<file path="src/rtl/scaled_frame_packer.sv">
// ---------------------------------------------------------------------------
// scaled_frame_packer
//
// Sits behind the 2:1 bilinear scaler. Converts each scaled pixel to RGB565,
// packs pixel pairs into 32-bit words (even pixel in the low half), buffers
// the words in a first-word-fall-through FIFO and drains them as fixed-length
// addressed bursts to the frame-buffer writer, ping-ponging between two
// frame buffers. A rising edge on vs_in restarts the frame: once no burst is
// in flight, buffered data and any half-packed word are discarded and
// addressing returns to the base of the current buffer.
//
// Ports
//   pixclk_in   pixel clock, everything on its rising edge
//   rst_n       synchronous active-low reset
//   vs_in       frame sync level, rising edge starts a new frame
//   de_in       pixel strobe, i_pixel {R8,G8,B8} sampled when high
//   o_valid     burst beat valid
//   o_ready     downstream accepts the beat when o_valid & o_ready
//   o_data      {pixel(2k+1), pixel(2k)} in RGB565
//   o_last      final beat of a burst
//   o_addr      word address of the current burst's first beat
//   o_buf_sel   frame buffer being written
//   frame_done  one-cycle pulse after the last beat of a frame is accepted
//   overflow    sticky, a word was dropped because the FIFO was full
// ---------------------------------------------------------------------------
module scaled_frame_packer #(
    parameter int DST_W      = 320,
    parameter int DST_H      = 360,
    parameter int FIFO_DEPTH = 64,
    parameter int BURST_LEN  = 16,
    parameter int ADDR_W     = 20
) (
    input  logic              pixclk_in,
    input  logic              rst_n,
    input  logic              vs_in,
    input  logic              de_in,
    input  logic [23:0]       i_pixel,
    output logic              o_valid,
    input  logic              o_ready,
    output logic [31:0]       o_data,
    output logic              o_last,
    output logic [ADDR_W-1:0] o_addr,
    output logic              o_buf_sel,
    output logic              frame_done,
    output logic              overflow
);

    localparam int FRAME_PIX   = DST_W * DST_H;
    localparam int FRAME_WORDS = FRAME_PIX / 2;
    localparam int PTR_W       = $clog2(FIFO_DEPTH);
    localparam int CNT_W       = PTR_W + 1;
    localparam int PIX_W       = $clog2(FRAME_PIX + 1);
    localparam int BEAT_W      = $clog2(BURST_LEN);

    typedef enum logic {
        IDLE  = 1'b0,
        BURST = 1'b1
    } state_t;

    state_t state_q, state_d;

    logic              vsPrev_q;
    logic              pending_q, pending_d;
    logic              phase_q, phase_d;
    logic [15:0]       half_q, half_d;
    logic [31:0]       word_q, word_d;
    logic              wordValid_q, wordValid_d;
    logic [PIX_W-1:0]  pixCount_q, pixCount_d;
    logic [PTR_W-1:0]  wrPtr_q, wrPtr_d;
    logic [PTR_W-1:0]  rdPtr_q, rdPtr_d;
    logic [CNT_W-1:0]  count_q, count_d;
    logic [BEAT_W-1:0] beat_q, beat_d;
    logic [ADDR_W-1:0] offset_q, offset_d;
    logic              bufSel_q, bufSel_d;
    logic              frameDone_q, frameDone_d;
    logic              overflow_q, overflow_d;

    logic [31:0]       mem [FIFO_DEPTH];

    logic [15:0]       rgb565;
    logic              vsRise;
    logic              pop;
    logic              lastAccept;
    logic              flush;
    logic              pixAccept;
    logic              pushOk;
    logic              unusedPixBits;

    // The low bits of each colour channel are truncated by the RGB565 format.
    assign rgb565        = {i_pixel[23:19], i_pixel[15:10], i_pixel[7:3]};
    assign unusedPixBits = ^{i_pixel[18:16], i_pixel[9:8], i_pixel[2:0]};

    // Flush waits for IDLE so that a burst already started is never truncated.
    // A packed word may still enter a full FIFO when the head leaves in the
    // same cycle.
    assign vsRise     = vs_in & ~vsPrev_q;
    assign pop        = (state_q == BURST) & o_ready;
    assign lastAccept = pop & (beat_q == BEAT_W'(BURST_LEN - 1));
    assign flush      = (state_q == IDLE) & pending_q;
    assign pixAccept  = de_in & ~pending_q & (pixCount_q < PIX_W'(FRAME_PIX));
    assign pushOk     = wordValid_q & ((count_q != CNT_W'(FIFO_DEPTH)) | pop);

    // A pending frame restart takes priority over starting a new burst.
    always_comb begin
        state_d = state_q;
        case (state_q)
            IDLE:    if (!pending_q && (count_q >= CNT_W'(BURST_LEN))) state_d = BURST;
            BURST:   if (lastAccept) state_d = IDLE;
            default: state_d = IDLE;
        endcase
    end

    // The frame ends exactly on a burst boundary, so the end-of-frame test
    // only needs to look at the offset when a burst's last beat is accepted.
    always_comb begin
        pending_d   = vsRise | (pending_q & ~flush);
        phase_d     = phase_q;
        half_d      = half_q;
        word_d      = word_q;
        wordValid_d = 1'b0;
        pixCount_d  = pixCount_q;
        wrPtr_d     = wrPtr_q + PTR_W'(pushOk);
        rdPtr_d     = rdPtr_q + PTR_W'(pop);
        count_d     = count_q + CNT_W'(pushOk) - CNT_W'(pop);
        overflow_d  = overflow_q | (wordValid_q & ~pushOk);
        beat_d      = beat_q;
        offset_d    = offset_q;
        bufSel_d    = bufSel_q;
        frameDone_d = 1'b0;

        if (pixAccept) begin
            pixCount_d = pixCount_q + PIX_W'(1);
            if (phase_q) begin
                word_d      = {rgb565, half_q};
                wordValid_d = 1'b1;
                phase_d     = 1'b0;
            end else begin
                half_d  = rgb565;
                phase_d = 1'b1;
            end
        end

        if (pop) begin
            if (lastAccept) begin
                beat_d = '0;
                if (offset_q == ADDR_W'(FRAME_WORDS - BURST_LEN)) begin
                    offset_d    = '0;
                    bufSel_d    = ~bufSel_q;
                    frameDone_d = 1'b1;
                end else begin
                    offset_d = offset_q + ADDR_W'(BURST_LEN);
                end
            end else begin
                beat_d = beat_q + BEAT_W'(1);
            end
        end

        if (flush) begin
            phase_d     = 1'b0;
            wordValid_d = 1'b0;
            pixCount_d  = '0;
            wrPtr_d     = '0;
            rdPtr_d     = '0;
            count_d     = '0;
            offset_d    = '0;
            overflow_d  = 1'b0;
        end
    end

    // FSM state register.
    always_ff @(posedge pixclk_in) begin
        if (!rst_n) state_q <= IDLE;
        else        state_q <= state_d;
    end

    // Datapath registers; everything returns to zero under reset.
    always_ff @(posedge pixclk_in) begin
        if (!rst_n) begin
            vsPrev_q    <= 1'b0;
            pending_q   <= 1'b0;
            phase_q     <= 1'b0;
            half_q      <= '0;
            word_q      <= '0;
            wordValid_q <= 1'b0;
            pixCount_q  <= '0;
            wrPtr_q     <= '0;
            rdPtr_q     <= '0;
            count_q     <= '0;
            beat_q      <= '0;
            offset_q    <= '0;
            bufSel_q    <= 1'b0;
            frameDone_q <= 1'b0;
            overflow_q  <= 1'b0;
        end else begin
            vsPrev_q    <= vs_in;
            pending_q   <= pending_d;
            phase_q     <= phase_d;
            half_q      <= half_d;
            word_q      <= word_d;
            wordValid_q <= wordValid_d;
            pixCount_q  <= pixCount_d;
            wrPtr_q     <= wrPtr_d;
            rdPtr_q     <= rdPtr_d;
            count_q     <= count_d;
            beat_q      <= beat_d;
            offset_q    <= offset_d;
            bufSel_q    <= bufSel_d;
            frameDone_q <= frameDone_d;
            overflow_q  <= overflow_d;
        end
    end

    // FIFO storage has no reset; occupancy is tracked by the pointers.
    always_ff @(posedge pixclk_in) begin
        if (pushOk) mem[wrPtr_q] <= word_q;
    end

    assign o_valid    = (state_q == BURST);
    assign o_data     = o_valid ? mem[rdPtr_q] : 32'h0;
    assign o_last     = o_valid & (beat_q == BEAT_W'(BURST_LEN - 1));
    assign o_addr     = bufSel_q ? (ADDR_W'(FRAME_WORDS) + offset_q) : offset_q;
    assign o_buf_sel  = bufSel_q;
    assign frame_done = frameDone_q;
    assign overflow   = overflow_q;

endmodule
</file>
<file path="config.mk">
export PLATFORM = sky130hd
export DESIGN_NAME = scaled_frame_packer
export DESIGN_NICKNAME = d
export VERILOG_FILES = /design/src/rtl/scaled_frame_packer.sv
export SDC_FILE = /design/constraint.sdc
export NUM_CORES = 2
export LEC_CHECK = 0
export BUFFER_PORTS_ARGS = -buffer_cell sky130_fd_sc_hd__buf_2
export CELL_PAD_IN_SITES_DETAIL_PLACEMENT = 0
export CELL_PAD_IN_SITES_GLOBAL_PLACEMENT = 2
export CORE_MARGIN = 1.5
export CORE_UTILIZATION = 45
export CTS_CLUSTER_DIAMETER = 50
export CTS_CLUSTER_SIZE = 12
export DETAILED_ROUTE_END_ITERATION = 7
export PLACE_DENSITY_LB_ADDON = 0.05
export SYNTH_ARGS = -nofsm -noshare
export SYNTH_HDL_FRONTEND = slang
export SYNTH_SLANG_ARGS = --single-unit
</file>
<file path="constraint.sdc">
create_clock -name pixclk_in -period 5.15 [get_ports pixclk_in]
set_input_delay 0.2575 -clock pixclk_in [delete_from_list [all_inputs] [get_ports pixclk_in]]
set_output_delay 0.2575 -clock pixclk_in [all_outputs]
set_load 0.05 [all_outputs]
</file>
==> results.yml <==
detailed_routing:
  vias: 41500
  ant_nets: 0
  drt_iter0_drc: 4170
  via_per_inst: 5.94
  wl_per_cell_um: 33.2
  drcViolationCount: 0
  dr.pass1.iters: 5
  routed_wl_um: 232000
setup_path:
  cpPeakStageDelay_ps: 920
  worstSetupStartpointType: "flop"
  path_buf_inv: 4
  crit_family: "compound AO/OA/AOI/OAI gates"
  crit_fanout: 40
  critPathCaptureType: "primary output"
  r2r_start: "count_q[2]$_SDFF_PP0_"
  crit_chain: "and2_1 > nand2_2 > buf_4 > o22ai_1 > a2111oi_0 > buf_4 > a2111oi_0 > buf_4 > a21o_1 > buf_12"
  ff2ff_path_depth: 10
  cpMostUsedCell: "buf_4"
  worstReg2RegEnd: "mem[27][22]$_DFFE_PP_"
  crit_slowest_cell: "dfxtp_4"
  rrSetupSlack_ps: 1500
  worst-setup-path-type: "reg -> out"
  cp.arrival_ps: 4600
  worstPathRequired_ps: 4890
clock_tree:
  cts_tree: "done"
  ctsLongestPathBuffers: 3
  cts_sinks: 2160
  cts-htree-levels: 4
  clk_pin_slew_ps: 60
  cts-root-buf: "clkbuf_16"
  clk_latency_ps: 870
  cts_made_buffers: 219
timing:
  rsz0062_at_grt: "no"
  fin_crit_sh_pct: 94.4
  slew_violations: 0
  final_hold_viol_count: 0
  worst_hold_slack_ps: 198
  fin_setup_tns_ps: 0
  final.min_clock_period_ps: 4860
  relSlewSlack_pct: 2.66
  worst_pin_slew_ps: 1440
  clock_skew_ps: 31.2
  setup_violations: 0
  timing.final.ws_setup_ps: 290
  fmax_mhz: 206
floorplanning:
  ios: 86
  start_util_pct: 45.4
  die_area_um2: 188000
  rows: 157
  die-height_um: 433
  die-width_um: 433
  core_um2: 183000
global_routing:
  antenna_found_initial: 7
  grt_pass1_vias: 41800
  grt_max_degree: 97
  grt_pass1_wl_um: 326000
  grt_usage_pct: 25.0
  grt-ovfl-total: 0
power_and_ir_drop:
  p_switching_mw: 8.47
  seqPwrFrac_pct: 51.8
  p_per_area_nw_per_um2: 391
  switching_share_pct: 22.9
  p_int_mw: 28.6
  pwr-share-comb_pct: 8.1
  clock_power_share_pct: 40.1
  peakVddDrop_mv: 0.306
  leakage_nw: 26.8
  fin_total_pwr_mw: 37.1
yosys:
  postSynthAreaPerCell_um2: 20.4
  ys_ff_latch: 2160
  synth_edf_count: 2048
  ys.flop_type: "edfxtp_1"
  yosysSeqAreaShare_pct: 76.5
  synth.distinct_cells: 67
  syn-cell-area_um2: 83300
  netlist_instances: 4090
  synth_top_area_share_pct: 73.9
  synth_warnings: 0
  ys_top_cells_by_area: "edfxtp_1 74%, mux4_2 11%, mux2i_1 3.3%, dfxtp_1 2.7%, nand2_1 0.84%"
  async_flop_share_pct: 0
  yosys.area.top_type: "edfxtp_1"
placed_design:
  gp_congestion: 0.768
  dpl.hpwl_um: 134000
  postPlaceCellArea_um2: 88000
  post-place-ws_ps: 981
  port-buffer-count: 73
run_status:
  outcome: "finished clean"
finish:
  area_growth_pct: 13.7
  fin_area_um2: 94700
  fin_nets: 4445
  drive_gt1_share_pct: 25.3
  antenna_cells: 0
min_path:
  hold_class: "in -> reg"
  hold_path_end: "word_q[28]$_SDFFE_PN0P_"
  hold_path_depth: 4
  worstHoldStart: "i_pixel[20]"
run:
  cap_violations: 0
-- layer usage --
layer	vias to the layer above	global-route usage, %	wire length (um)
met2	1216	39.2	110000
met3	280	3.73	13100
met1	22600	37.0	105000
met4	2	5.87	4620
met5	-	0	13
li1	17500	-	-
-- power by group through the flow --
stage / logic [mW] / registers [mW] / clock network [mW]
finish: 3.01 / 19.2 / 14.9
global route: 3.21 / 19.2 / 15.8
CTS: 3.07 / 19.2 / 15.2
detailed placement: 3.04 / 19.6 / 0
global placement: 3.05 / 19.6 / 0
floorplan: 2.10 / 19.6 / 0
-- cell usage after synthesis, types with 8 or more instances --
| cell | number |
|---|---|
| a2111oi_0 | 18 |
| a211oi_1 | 29 |
| a21o_1 | 12 |
| a21oi_1 | 132 |
| a221oi_1 | 21 |
| a22o_1 | 15 |
| and2_1 | 15 |
| buf_1 | 13 |
| buf_2 | 64 |
| buf_4 | 27 |
| buf_6 | 39 |
| clkbuf_1 | 89 |
| dfxtp_1 | 112 |
| edfxtp_1 | 2048 |
| ha_1 | 18 |
| inv_1 | 19 |
| mux2_2 | 11 |
| mux2i_1 | 278 |
| mux4_2 | 418 |
| nand2_1 | 187 |
| nand3_1 | 28 |
| nand4_1 | 10 |
| nor2_1 | 141 |
| o21ai_0 | 65 |
| o21ai_1 | 8 |
| o221ai_1 | 64 |
| o22ai_1 | 44 |
| xnor2_1 | 24 |
| xor2_1 | 31 |
-- final cells by class --
type | count | area, um^2
clock buffer | 278 | 5760
clock inverter | 77 | 728
fill | 14800 | 88800
inverter | 21 | 81.3
multi-input combinational | 1671 | 18500
sequential | 2160 | 63800
tap | 2464 | 3080
timing repair buffer | 324 | 2690
-- worst min-delay path, delay by kind of cell --
kind                   cells  cell delay [ps]
buffers and inverters      2              650
AOI/OAI and AO/OA          1               50
and+or+nand+nor            1               50
-- kinds of logic after synthesis --
| kind of cell | Yosys count | share of synthesized area, % |
|---|---|---|
| buffers and inverters | 262 | 1.89 |
| XOR/XNOR | 55 | 0.578 |
| other | 1 | 0.00450 |
| AND/OR/NAND/NOR | 436 | 2.29 |
| AO/OA/AOI/OAI | 450 | 3.60 |
| flip-flops | 2160 | 76.5 |
| adder cells (fa/ha/maj) | 19 | 0.294 |
| multiplexers | 707 | 14.8 |
-- per-stage QoR --
stage / utilization, % / instances
floorplan: - / 4093
CTS: 51.6 / 6995
detailed placement: 47.9 / 6618
finish: 51.6 / 6995
global route: 51.6 / 6995
global placement: 47.9 / 6618
-- registers in the layout, indices dropped and copies added (netlist names), 6 cells and up --
signal,cells
offset_q,16
wrPtr_q,6
word_q,32
pixCount_q,17
half_q,16
count_q,7
rdPtr_q,6
mem,2048
-- how the worst max path moves through the flow --
stage	start	endpoint	slack [ps]	cells past startpoint
5_1_grt	rdPtr_q[2]$_SDFF_PP0_	o_data[23]	100	10
3_5_place_dp	rdPtr_q[0]$_SDFF_PP0_	o_data[17]	980	10
4_1_cts	rdPtr_q[0]$_SDFF_PP0_	o_data[17]	30	10
3_3_place_gp	rdPtr_q[0]$_SDFF_PP0_	o_data[17]	960	10
6_report	rdPtr_q[2]$_SDFF_PP0_	o_data[23]	290	10
2_1_floorplan	o_valid$_SDFF_PN0_	mem[62][0]$_DFFE_PP_	1730	6
-- cell usage in the layout (no fill, tap or decap), types with 33 or more instances in the layout --
cell,n
edfxtp_1,2048
mux4_2,418
mux2i_1,278
clkbuf_16,220
buf_4,210
nand2_1,182
a21oi_1,132
nor2_1,76
dfxtp_1,74
o21ai_0,65
nor2_4,65
o221ai_1,64
buf_2,63
clkbuf_1,54
o22ai_1,44
dfxtp_2,33
-- what timing repair did --
action / in CTS / in global routing
setup buffers: 0 / 0
endpoints found under the setup margin: 0 / 1
hold buffers: 22 / 0
resized for setup: 0 / 1
hold endpoints to repair: 41 / 0
No activity file was read; power rests on OpenSTA's default activity.
